$ cat config.mk
export PLATFORM = sky130hd
export DESIGN_NAME = branch_predictor
export DESIGN_NICKNAME = d
export VERILOG_FILES = /design/src/rtl/branch_predictor.sv
export SDC_FILE = /design/constraint.sdc
export NUM_CORES = 1
export LEC_CHECK = 0
export BUFFER_PORTS_ARGS = -buffer_cell sky130_fd_sc_hd__buf_2
export CAP_MARGIN = 40
export CORE_MARGIN = 2
export CORE_UTILIZATION = 55
export CTS_CLUSTER_SIZE = 30
export DETAILED_ROUTE_END_ITERATION = 16
export PLACE_DENSITY = 0.72
export REMOVE_ABC_BUFFERS = 1
export SLEW_MARGIN = 20
export SYNTH_ARGS = -nofsm -noshare
export SYNTH_HDL_FRONTEND = slang
export SYNTH_SLANG_ARGS = --single-unit
$ cat constraint.sdc
create_clock -name clk -period 7.05 [get_ports clk]
set_input_delay 0.705 -clock clk [delete_from_list [all_inputs] [get_ports clk]]
set_output_delay 0.705 -clock clk [all_outputs]
set_load 0.05 [all_outputs]
$ cat src/rtl/branch_predictor.sv
// Direct-mapped BTB with per-entry saturating counters. Lookup is combinational from IF.
// Update, mispredict and redirect come from the resolved outcome in ID.
module branch_predictor #(
    parameter int unsigned ENTRIES = 16,
    parameter int unsigned TAG_W   = 8,
    parameter int unsigned CNT_W   = 2,
    parameter int unsigned STAT_W  = 32
) (
    input  logic              clk,
    input  logic              reset,
    input  logic [31:0]       if_pc,
    output logic              pred_taken,
    output logic [31:0]       pred_target,
    input  logic              upd_valid,
    input  logic [31:0]       upd_pc,
    input  logic              upd_is_branch,
    input  logic              upd_taken,
    input  logic [31:0]       upd_target,
    input  logic              upd_pred_taken,
    input  logic [31:0]       upd_pred_target,
    output logic              mispredict,
    output logic [31:0]       redirect_pc,
    input  logic              clear,
    output logic [STAT_W-1:0] stat_branches,
    output logic [STAT_W-1:0] stat_mispredicts
);

    localparam int unsigned INDEX_W = $clog2(ENTRIES);
    localparam logic [CNT_W-1:0] CNT_WEAK_TAKEN = CNT_W'(1) << (CNT_W - 1);

    logic              valid_q  [ENTRIES];
    logic [TAG_W-1:0]  tag_q    [ENTRIES];
    logic [31:0]       target_q [ENTRIES];
    logic [CNT_W-1:0]  cnt_q    [ENTRIES];
    logic [STAT_W-1:0] stat_br_q, stat_br_d;
    logic [STAT_W-1:0] stat_mp_q, stat_mp_d;

    logic [INDEX_W-1:0] lk_idx, up_idx;
    logic [TAG_W-1:0]   lk_tag, up_tag;
    logic               lk_hit, up_hit, br_upd;

    logic               ent_we;
    logic               ent_valid_d;
    logic [TAG_W-1:0]   ent_tag_d;
    logic [31:0]        ent_target_d;
    logic [CNT_W-1:0]   ent_cnt_d;

    assign lk_idx = if_pc[INDEX_W+1:2];
    assign lk_tag = if_pc[INDEX_W+1+TAG_W:INDEX_W+2];
    assign up_idx = upd_pc[INDEX_W+1:2];
    assign up_tag = upd_pc[INDEX_W+1+TAG_W:INDEX_W+2];

    assign lk_hit = valid_q[lk_idx] && (tag_q[lk_idx] == lk_tag);
    assign up_hit = valid_q[up_idx] && (tag_q[up_idx] == up_tag);
    assign br_upd = upd_valid && upd_is_branch;

    assign pred_taken  = lk_hit && cnt_q[lk_idx][CNT_W-1];
    assign pred_target = pred_taken ? target_q[lk_idx] : if_pc + 32'd4;

    // A non-branch that was predicted taken comes from a stale entry and must fall through.
    assign mispredict = (br_upd && ((upd_pred_taken != upd_taken) ||
                                    (upd_taken && (upd_pred_target != upd_target))))
                     || (upd_valid && !upd_is_branch && upd_pred_taken);
    assign redirect_pc = (upd_is_branch && upd_taken) ? upd_target : upd_pc + 32'd4;

    assign stat_branches    = stat_br_q;
    assign stat_mispredicts = stat_mp_q;

    always_comb begin
        ent_we       = 1'b0;
        ent_valid_d  = valid_q[up_idx];
        ent_tag_d    = tag_q[up_idx];
        ent_target_d = target_q[up_idx];
        ent_cnt_d    = cnt_q[up_idx];
        if (br_upd) begin
            if (up_hit) begin
                ent_we = 1'b1;
                if (upd_taken) begin
                    ent_target_d = upd_target;
                    if (cnt_q[up_idx] != '1)
                        ent_cnt_d = cnt_q[up_idx] + CNT_W'(1);
                end else if (cnt_q[up_idx] != '0) begin
                    ent_cnt_d = cnt_q[up_idx] - CNT_W'(1);
                end
            end else if (upd_taken) begin
                ent_we       = 1'b1;
                ent_valid_d  = 1'b1;
                ent_tag_d    = up_tag;
                ent_target_d = upd_target;
                ent_cnt_d    = CNT_WEAK_TAKEN;
            end
        end else if (upd_valid && up_hit) begin
            ent_we      = 1'b1;
            ent_valid_d = 1'b0;
        end
    end

    always_comb begin
        stat_br_d = stat_br_q;
        stat_mp_d = stat_mp_q;
        if (br_upd && (stat_br_q != '1))
            stat_br_d = stat_br_q + STAT_W'(1);
        if (mispredict && (stat_mp_q != '1))
            stat_mp_d = stat_mp_q + STAT_W'(1);
    end

    always_ff @(posedge clk) begin
        if (reset) begin
            for (int unsigned i = 0; i < ENTRIES; i++) begin
                valid_q[i]  <= 1'b0;
                tag_q[i]    <= '0;
                target_q[i] <= '0;
                cnt_q[i]    <= '0;
            end
            stat_br_q <= '0;
            stat_mp_q <= '0;
        end else begin
            stat_br_q <= stat_br_d;
            stat_mp_q <= stat_mp_d;
            if (clear) begin
                for (int unsigned i = 0; i < ENTRIES; i++)
                    valid_q[i] <= 1'b0;
            end else if (ent_we) begin
                valid_q[up_idx]  <= ent_valid_d;
                tag_q[up_idx]    <= ent_tag_d;
                target_q[up_idx] <= ent_target_d;
                cnt_q[up_idx]    <= ent_cnt_d;
            end
        end
    end

endmodule

* Word level (Yosys, flattened, before mapping) *
Memory sizes are Yosys's and may differ from the RTL's.
Cells that the tools add are included.
Widths: inputs -> output; s select.

storage, ports and cells
  register bits = 64
  bits in writable memories = 688
  input bits = 135
  output and inout port bits = 130
  word-level logic and storage cells = 116
  memories kept = 4

memory list
  memory    words  width  rd ports  clocked after memory_dff  wr ports  line  RTL
  target_q  16     32     1         0                         16        33    logic [31:0] target_q [ENTRIES];
  tag_q     16     8      2         0                         16        32    logic [TAG_W-1:0] tag_q [ENTRIES];
  cnt_q     16     2      2         0                         16        34    logic [CNT_W-1:0] cnt_q [ENTRIES];
  valid_q   16     1      2         0                         16        31    logic valid_q [ENTRIES];

operators by class
  $add $sub $neg = 6
  eq/ne operators = 9
  muxes and demuxes = 58
  bitwise gates (word level) = 16
  reduce and logical (&&, ||, !) cells = 21

operators with widths
  kind                   count
  $mux 32                5
  $add 32x1->32 const B  2
  $add 32x3->32 const B  2
  $ne 32x32->1 const B   2
  $mux 1                 38
  $mux 8                 4
  $ne 32x32->1           1
  $reduce_or 32->1       1
  $eq 8x8->1             2
  $mux 4                 4
  $or 1x1->1             16
  $mux 2                 7
  $logic_and 1x1->1      12
  $reduce_or 8->1        1
  $ne 2x2->1 const B     2
  $reduce_and 3->1       1
  $add 2x1->2 const B    1
  $logic_or 1x1->1       2
  $reduce_bool 2->1      1
  $reduce_or 2->1        1
  $sub 2x1->2 const B    1
  $logic_not 1->1        1
  $ne 1x1->1             1
  $ne 1x1->1 const B     1
  $reduce_or 1->1        1

* Logic depth before layout (Yosys ltp) *
Gate-level depths: netlist of the first run.
An unclocked memory read counts as a cell.

  depth in word-level cells = 13
  mapped depth = 14
  mapped depth without buffers = 9

* Worst setup path before layout of the first run *
No wires, ideal clock.

  path kind = input port to output port
  start point = input port upd_pc[5]
  end point = output port redirect_pc[29]
  arrival time = 4021 ps
  required time = 6345 ps
  path slack = 2324 ps
  stages = 12
  buffers on the path = 4
  cells stage by stage = buf_4 > buf_2 > buf_2 > buf_2 > nand2_1 > nor4_1 > nor2b_1 > nand2b_1 > nor2_1 > nand4_1 > xor2_1 > o21ai_0

between the ends
  word-level cells in the longest chain between the ends = 2

RTL lines
  element             line  RTL
  start: declaration  15    input logic [31:0] upd_pc,
  $add 32x3->32       64    assign redirect_pc = (upd_is_branch && upd_taken) ? upd_target : upd_pc + 32'd4;
  $mux 32             64
  end: declaration    22    output logic [31:0] redirect_pc,

No other way between the ends.

* Worst setup path in the final report of the first run *
Ends and elaborated chain as after synthesis.

==> summary.txt, run 1 <==
Timing
  – Slew Viols, Final: 0
  – Final min period: 4.97 ns
  – Endpoints failing hold: 0
  – Worst slew pin tran: 0.863 ns
  – Fin worst setup slack: 2.08 ns
  – RSZ-0062 raised after global routing: no
  – Final number of setup-violating endpoints: 0
  – Final TNS setup: 0 ns
  – Max Freq: 0.201 GHz
  – Clk_skew: 0.0239 ns
  – Final Cycle Share: 70.5%
  – Rel. slew slack: 42.5%

Finish
  – Final Core Density: 62.8%
  – Multi-input gate area: 14700 µm²
  – Share of layout cells above drive strength 1: 25.3%
  – Sequential cell area: 21900 µm²
  – Layout Nets: 3075
  – Fill cells: 4987
  – Layout Cells excl Fill: 3868
  – Area added between synthesis and finish: 12.5%

Worst hold path
  – Worst min path class: reg2reg
  – Hold path depth: 2

Routing
  – DRT antenna net count: 0
  – Drt pass-1 iters: 6
  – Via/cell ratio: 6.46
  – First DRT Iteration DRCs: 2921
  – Post-Route WL: 119000 µm
  – Per-cell routed wire length: 30.7 µm
  – Residual DRC: 0
  – Detailed-route via count: 24987

CTS
  – CTS tree: done
  – H-tree Lvls: 3
  – # resized after CTS: 0
  – CTS Buffer Depth: 3
  – Sink Count: 752
  – Worst-skew pair later-pin latency: 0.63 ns
  – Clock-pin slew on the worst setup and hold paths: 0.06 ns
  – Setup bufs post-CTS: 0
  – Root Buffer: clkbuf_16
  – Post-CTS Hold Buffers: 0
  – TritonCTS Buffers: 78

Floorplan
  – Starting density of the core: 55.8%
  – Core footprint: 67400 µm²
  – Site Rows: 95
  – Die width: 265 µm
  – Die Height: 265 µm
  – DIE AREA: 70500 µm²
  – I/O pin cnt: 265

Global routing
  – GRT overflow: 0
  – Global-route wire length before repair: 170000 µm
  – Largest net degree at the start of global routing: 106
  – Number of global-route vias before repair: 24674
  – Number of antenna violations at the first check in global routing: 5
  – GRT Total Usage: 33.8%

Yosys
  – Top cell type's share of synthesized area: 54.9%
  – Synth Register Bits: 752
  – Post-synth top flop: edfxtp_1
  – Largest area contributor in the netlist: edfxtp_1
  – Netlist cell types: 62
  – Largest cells by area after synthesis: edfxtp_1, mux4_2, and2_1
  – Sequential fraction of the synthesis area: 58.4%
  – Synthesized area per cell: 13.7 µm²
  – Synth warn: 0
  – Mapped Area: 37600 µm²
  – Asr flop ratio synth: 0%
  – EDFF count, synth: 688
  – Syn Inst Count: 2739

Power
  – P per Cell Area: 242 nW/µm²
  – Switching part of the total: 24.8%
  – Tot Pwr: 10.2 mW
  – Switching Power: 2.54 mW
  – P_int: 7.69 mW
  – P_leak: 15.1 nW
  – Register share of total power: 50.2%
  – VDD IR-drop max: 0.000208 V
  – Clk pwr share: 39.0%
  – Logic pwr share: 10.8%

Place
  – Cells after DPL: 3721
  – Placement Setup Slack: 1.87 ns
  – Dpl hpwl: 75400 µm
  – Port Buf Inserts: 264
  – GPL Wtd Cong: 1.00

Critical path
  – WP data arrival: 4.26 ns
  – Worst path cell trace: buf_2, buf_4, nand2_1, nor4_1, buf_4, nor2b_1, nand2b_1, nor2_1, nand4_1, xor2_1, o21ai_0, buf_2
  – CP Max Fanout: 28
  – Worst EP required: 6.34 ns
  – Critical path startpoint category: input port
  – Worst r2r path cells: 9
  – Slowest stage delay, CP: 0.55 ns
  – Slowest cell on the critical path: buf_2
  – Crit Path Category: in2out
  – Crit path capture type: output pin

Job
  – Max_cap viols: 0

Status
  – Status: finished, final reports clean
[sequential cells by signal (all words and copies together), names as in the netlist]
signal / cells
stat_mispredicts: 32
valid_q: 16
target_q: 512
stat_branches: 32
cnt_q: 32
tag_q: 128
[synth_stat cells, types with 24 or more instances]
library cell / n
nand2_1: 118
nand4_1: 49
dfxtp_1: 64
mux2i_1: 38
mux2_2: 45
edfxtp_1: 688
mux4_2: 224
nand3_1: 51
a21oi_1: 36
clkbuf_1: 150
and2_1: 522
o21ai_0: 52
xnor2_1: 66
xor2_1: 68
nor2_1: 258
buf_2: 24
[cells in the final DEF (no fill, tap or decap), types with 7 or more instances in the layout]
master and count:
or2_2 17, mux4_1 9, nand4_1 49, and3_1 20
nor2_2 12, mux4_2 224, buf_2 261, nand2_1 118
or4_1 14, o31ai_1 13, ha_1 7, a21oi_1 34
clkinv_1 17, nor2b_1 17, and4_1 7, nor3_1 16
xor2_1 68, dfxtp_1 64, inv_1 18, edfxtp_1 688
nor4_1 17, nand2b_1 12, nor2_1 246, buf_4 53
or3_1 14, and2_1 521, clkinv_2 14, mux2i_1 33
xnor2_1 66, o21ai_0 52, clkbuf_1 18, nand3_1 51
or2b_1 10, clkbuf_16 80, mux2_2 45
[kinds of logic after synthesis]
kind of cell	count (synthesis)	share of synthesized area, %
mux	316	16.4
xor+xnor	134	3.12
buf+inv	235	2.87
compound gates	138	2.31
flops	752	58.4
fa+ha+maj	8	0.260
simple gates	1156	16.7
[power groups by stage]
| stage | clock network [mW] | logic [mW] | registers (mW) |
|---|---|---|---|
| 2_1_floorplan | 0 | 0.567 | 5.18 |
| 3_3_place_gp | 0 | 1.05 | 5.21 |
| 3_5_place_dp | 0 | 1.09 | 5.22 |
| 4_1_cts | 4.02 | 1.09 | 5.13 |
| 5_1_grt | 4.19 | 1.14 | 5.14 |
| 6_report | 3.99 | 1.11 | 5.13 |
[stage by stage]
stage | area (µm²) | hold slack, ns
floorplan | 36600 | 0.706
global placement | 39600 | 0.474
detailed placement | 39800 | 0.490
CTS | 42200 | 0.499
global route | 42300 | 0.527
finish | 42300 | 0.498
[cell type report]
type                            instances  share of cell area (%)
Antenna cell                            2                  0.0118
Clock buffer                           99                    4.93
Clock inverter                         41                   0.825
Inverter                               18                   0.160
Multi-Input combinational cell       1752                    34.8
Sequential cell                       752                    51.9
Tap cell                              873                    2.58
Timing Repair Buffer                  331                    4.83
[critical path, delay by kind of cell]
| family | cells | cell delay, ns |
|---|---|---|
| compound gates | 1 | 0.16 |
| xor+xnor | 1 | 0.18 |
| buf+inv | 4 | 1.45 |
| simple gates | 6 | 1.71 |
[metal layers]
metal	GRT usage [%]	part of all wire [%]	up-vias	routed length (µm)
met3	6.85	11	309	13200
li1	-	-	10483	-
met4	15.6	4.9	2	5770
met1	44.2	36	12517	42900
met2	54.8	48	1676	56800
met5	0	0.013	-	15
[worst paths after layout]
path                                           start  slack [ns]              endpoint
worst max register to register           tag_q[6][1]        2.69           cnt_q[9][0]
worst min register to register  stat_mispredicts[22]        0.50  stat_mispredicts[22]
worst min-delay path            stat_mispredicts[22]        0.50  stat_mispredicts[22]
worst max-delay path                       upd_pc[5]        2.08       redirect_pc[29]
Note: power is estimated with default switching activity, not from simulation.
==> run 2, diff against run 1 <==
--- a/config.mk
+++ b/config.mk
@@ -11,7 +11,7 @@
 export CORE_UTILIZATION = 55
 export CTS_CLUSTER_SIZE = 30
 export DETAILED_ROUTE_END_ITERATION = 16
-export PLACE_DENSITY = 0.72
+export PLACE_DENSITY = 0.75
 export REMOVE_ABC_BUFFERS = 1
 export SLEW_MARGIN = 20
 export SYNTH_ARGS = -nofsm -noshare
==> constraint.sdc (replaced) <==
create_clock -name clk -period 4.5 [get_ports clk]
set_input_delay 0.45 -clock clk [delete_from_list [all_inputs] [get_ports clk]]
set_output_delay 0.45 -clock clk [all_outputs]
set_load 0.05 [all_outputs]
==> run 2 against run 1 <==
Wire length shrank 4.2%. Critical endpoint unchanged. Clock skew shrank 0.0057 ns. Power grew 57%. Clock power grew 60%. Critical path type unchanged. Combinational power grew 51%.
==> summary.txt, run 2 (same netlist as run 1, synthesis figures left out) <==
Finish
  – Fill cells: 4917
  – Largest register FFs: 512
  – Final Core Density: 63.4%
  – Sequential cell area: 21900 µm²
  – Multi-input gate area: 14700 µm²
  – Share of layout cells above drive strength 1: 27.0%
  – Layout Nets: 3145
  – Area added between synthesis and finish: 13.7%
  – Reg with most FFs: target_q
  – Commonest non-fill, non-tap cell in the layout: edfxtp_1
  – Final instance area: 42700 µm²
  – Commonest non-fill, non-tap cells in the layout: edfxtp_1, and2_1, buf_2
  – Top flop regs: target_q x512, tag_q x128

CTS
  – CTS Buffer Depth: 3
  – TritonCTS Buffers: 80
  – CTS tree: done
  – Clock-pin slew on the worst setup and hold paths: 0.05 ns
  – Root Buffer: clkbuf_16
  – Sink Count: 752
  – # resized after CTS: 0
  – Worst-skew pair later-pin latency: 0.63 ns
  – Post-CTS Hold Buffers: 0
  – H-tree Lvls: 3
  – Setup bufs post-CTS: 0

Global routing
  – Number of antenna violations at the first check in global routing: 4
  – Global-route wire length before repair: 165000 µm
  – Number of global-route vias before repair: 25205
  – Largest net degree at the start of global routing: 102
  – GRT overflow: 0
  – GRT Total Usage: 32.3%

Job
  – Max_cap viols: 0

Routing
  – First DRT Iteration DRCs: 3176
  – DRT antenna net count: 0
  – Via/cell ratio: 6.45
  – Drt pass-1 iters: 5
  – Per-cell routed wire length: 28.9 µm
  – Residual DRC: 0
  – Post-Route WL: 114000 µm
  – Detailed-route via count: 25388

Critical path
  – Critical path startpoint category: input port
  – Slowest cell on the critical path: nor4_1
  – R2r endpoint: tag_q[9][2]
  – Worst r2r path cells: 10
  – Buf+Inv Stages, Crit Path: 4
  – Slowest stage delay, CP: 0.81 ns
  – Worst path cell trace: buf_2, buf_4, nand2_1, nor4_1, buf_4, nor2b_1, nand2b_1, nor2_1, nand4_1, xor2_1, o21ai_0, buf_2
  – CP Max Fanout: 19
  – Crit path capture type: output pin
  – R2r setup slk: 0.92 ns
  – WP data arrival: 3.80 ns
  – Worst EP required: 4.05 ns
  – Crit Path Category: in2out
  – Delay-heaviest family, CP: simple AND/OR/NAND/NOR gates
  – RR Startpoint: tag_q[14][0]
  – Critical Path Stages: 12

Place
  – Area after DPL: 40200 µm²
  – GPL Wtd Cong: 0.974
  – Port Buf Inserts: 264
  – Dpl hpwl: 72400 µm

Timing
  – Final min period: 4.25 ns
  – Final Cycle Share: 94.5%
  – Clk_skew: 0.0183 ns
  – Hold slack: 0.216 ns
  – Endpoints failing hold: 0
  – Rel. slew slack: 40.4%
  – Final number of setup-violating endpoints: 0
  – Slew Viols, Final: 0
  – RSZ-0062 raised after global routing: no
  – Final TNS setup: 0 ns
  – Worst slew pin tran: 0.885 ns
  – Max Freq: 0.235 GHz

Floorplan
  – DIE AREA: 70500 µm²
  – Die Height: 265 µm
  – Starting density of the core: 55.8%
  – Site Rows: 95
  – I/O pin cnt: 265
  – Core footprint: 67400 µm²
  – Die width: 265 µm

Worst hold path
  – Hold endpoint: stat_mispredicts[0]
  – Min-delay src: reset
  – Hold path depth: 2
  – Worst min path class: in2reg

Power
  – Switching part of the total: 24.7%
  – P per Cell Area: 377 nW/µm²
  – Switching Power: 3.98 mW
  – Clk pwr share: 39.7%
  – P_int: 12.1 mW
  – Logic pwr share: 10.5%
  – Register share of total power: 49.8%
  – VDD IR-drop max: 0.000297 V
  – P_leak: 15.4 nW

Status
  – Status: finished, final reports clean
## run 2: cell types whose count changed in the layout (fill, tap and decap cells not counted), moves of 5 or more
cell,previous run,this run
mux2i_4,5,0
mux2i_1,33,38
nor2_2,12,2
buf_4,53,130
clkinv_1,17,8
buf_16,6,0
nor2_4,0,9
## run 2: how the worst max path moves through the flow
stage / from / to
after floorplan: upd_taken / stat_mispredicts[21]
after global placement: upd_pc[5] / redirect_pc[29]
after detailed placement: upd_pc[5] / redirect_pc[29]
after CTS: upd_pc[5] / redirect_pc[29]
after global routing: upd_pc[5] / redirect_pc[29]
final: upd_pc[5] / redirect_pc[29]
## run 2: power by group through the flow
stage / Combinational (mW) / Sequential [mW] / Clock (mW)
after CTS: 1.67 / 8.01 / 6.45
after global routing: 1.75 / 8.04 / 6.69
after global placement: 1.64 / 8.13 / 0
after detailed placement: 1.66 / 8.16 / 0
after floorplan: 0.889 / 8.11 / 0
final: 1.68 / 8.02 / 6.39
## run 2: layout make-up
type                       instances  share of cell area, %
tap                              873                   2.56
multi-input combinational       1752                   34.4
clock inverter                    39                  0.931
clock buffer                     101                   4.94
sequential                       752                   51.3
antenna                            3                 0.0176
inverter                          18                  0.158
timing repair buffer             399                   5.72
## run 2: per-stage QoR
stage / instances / worst slack (ns) / power [mW]
floorplan: 2522 / 0.0661 / 9.00
global placement: 3794 / 0.452 / 9.78
detailed placement: 3794 / 0.352 / 9.82
CTS: 3934 / 0.357 / 16.1
global route: 3935 / 0.182 / 16.5
finish: 3937 / 0.249 / 16.1
## run 2: routing by layer
metal | vias up | part of all wire (%) | global-route usage (%) | routed length, µm
li1 | 10625 | - | - | -
met1 | 12703 | 36 | 42.6 | 40400
met2 | 1793 | 48 | 52.3 | 54600
met3 | 265 | 12 | 7.56 | 14100
met4 | 2 | 4.0 | 12.9 | 4510
met5 | - | 0.011 | 0 | 12
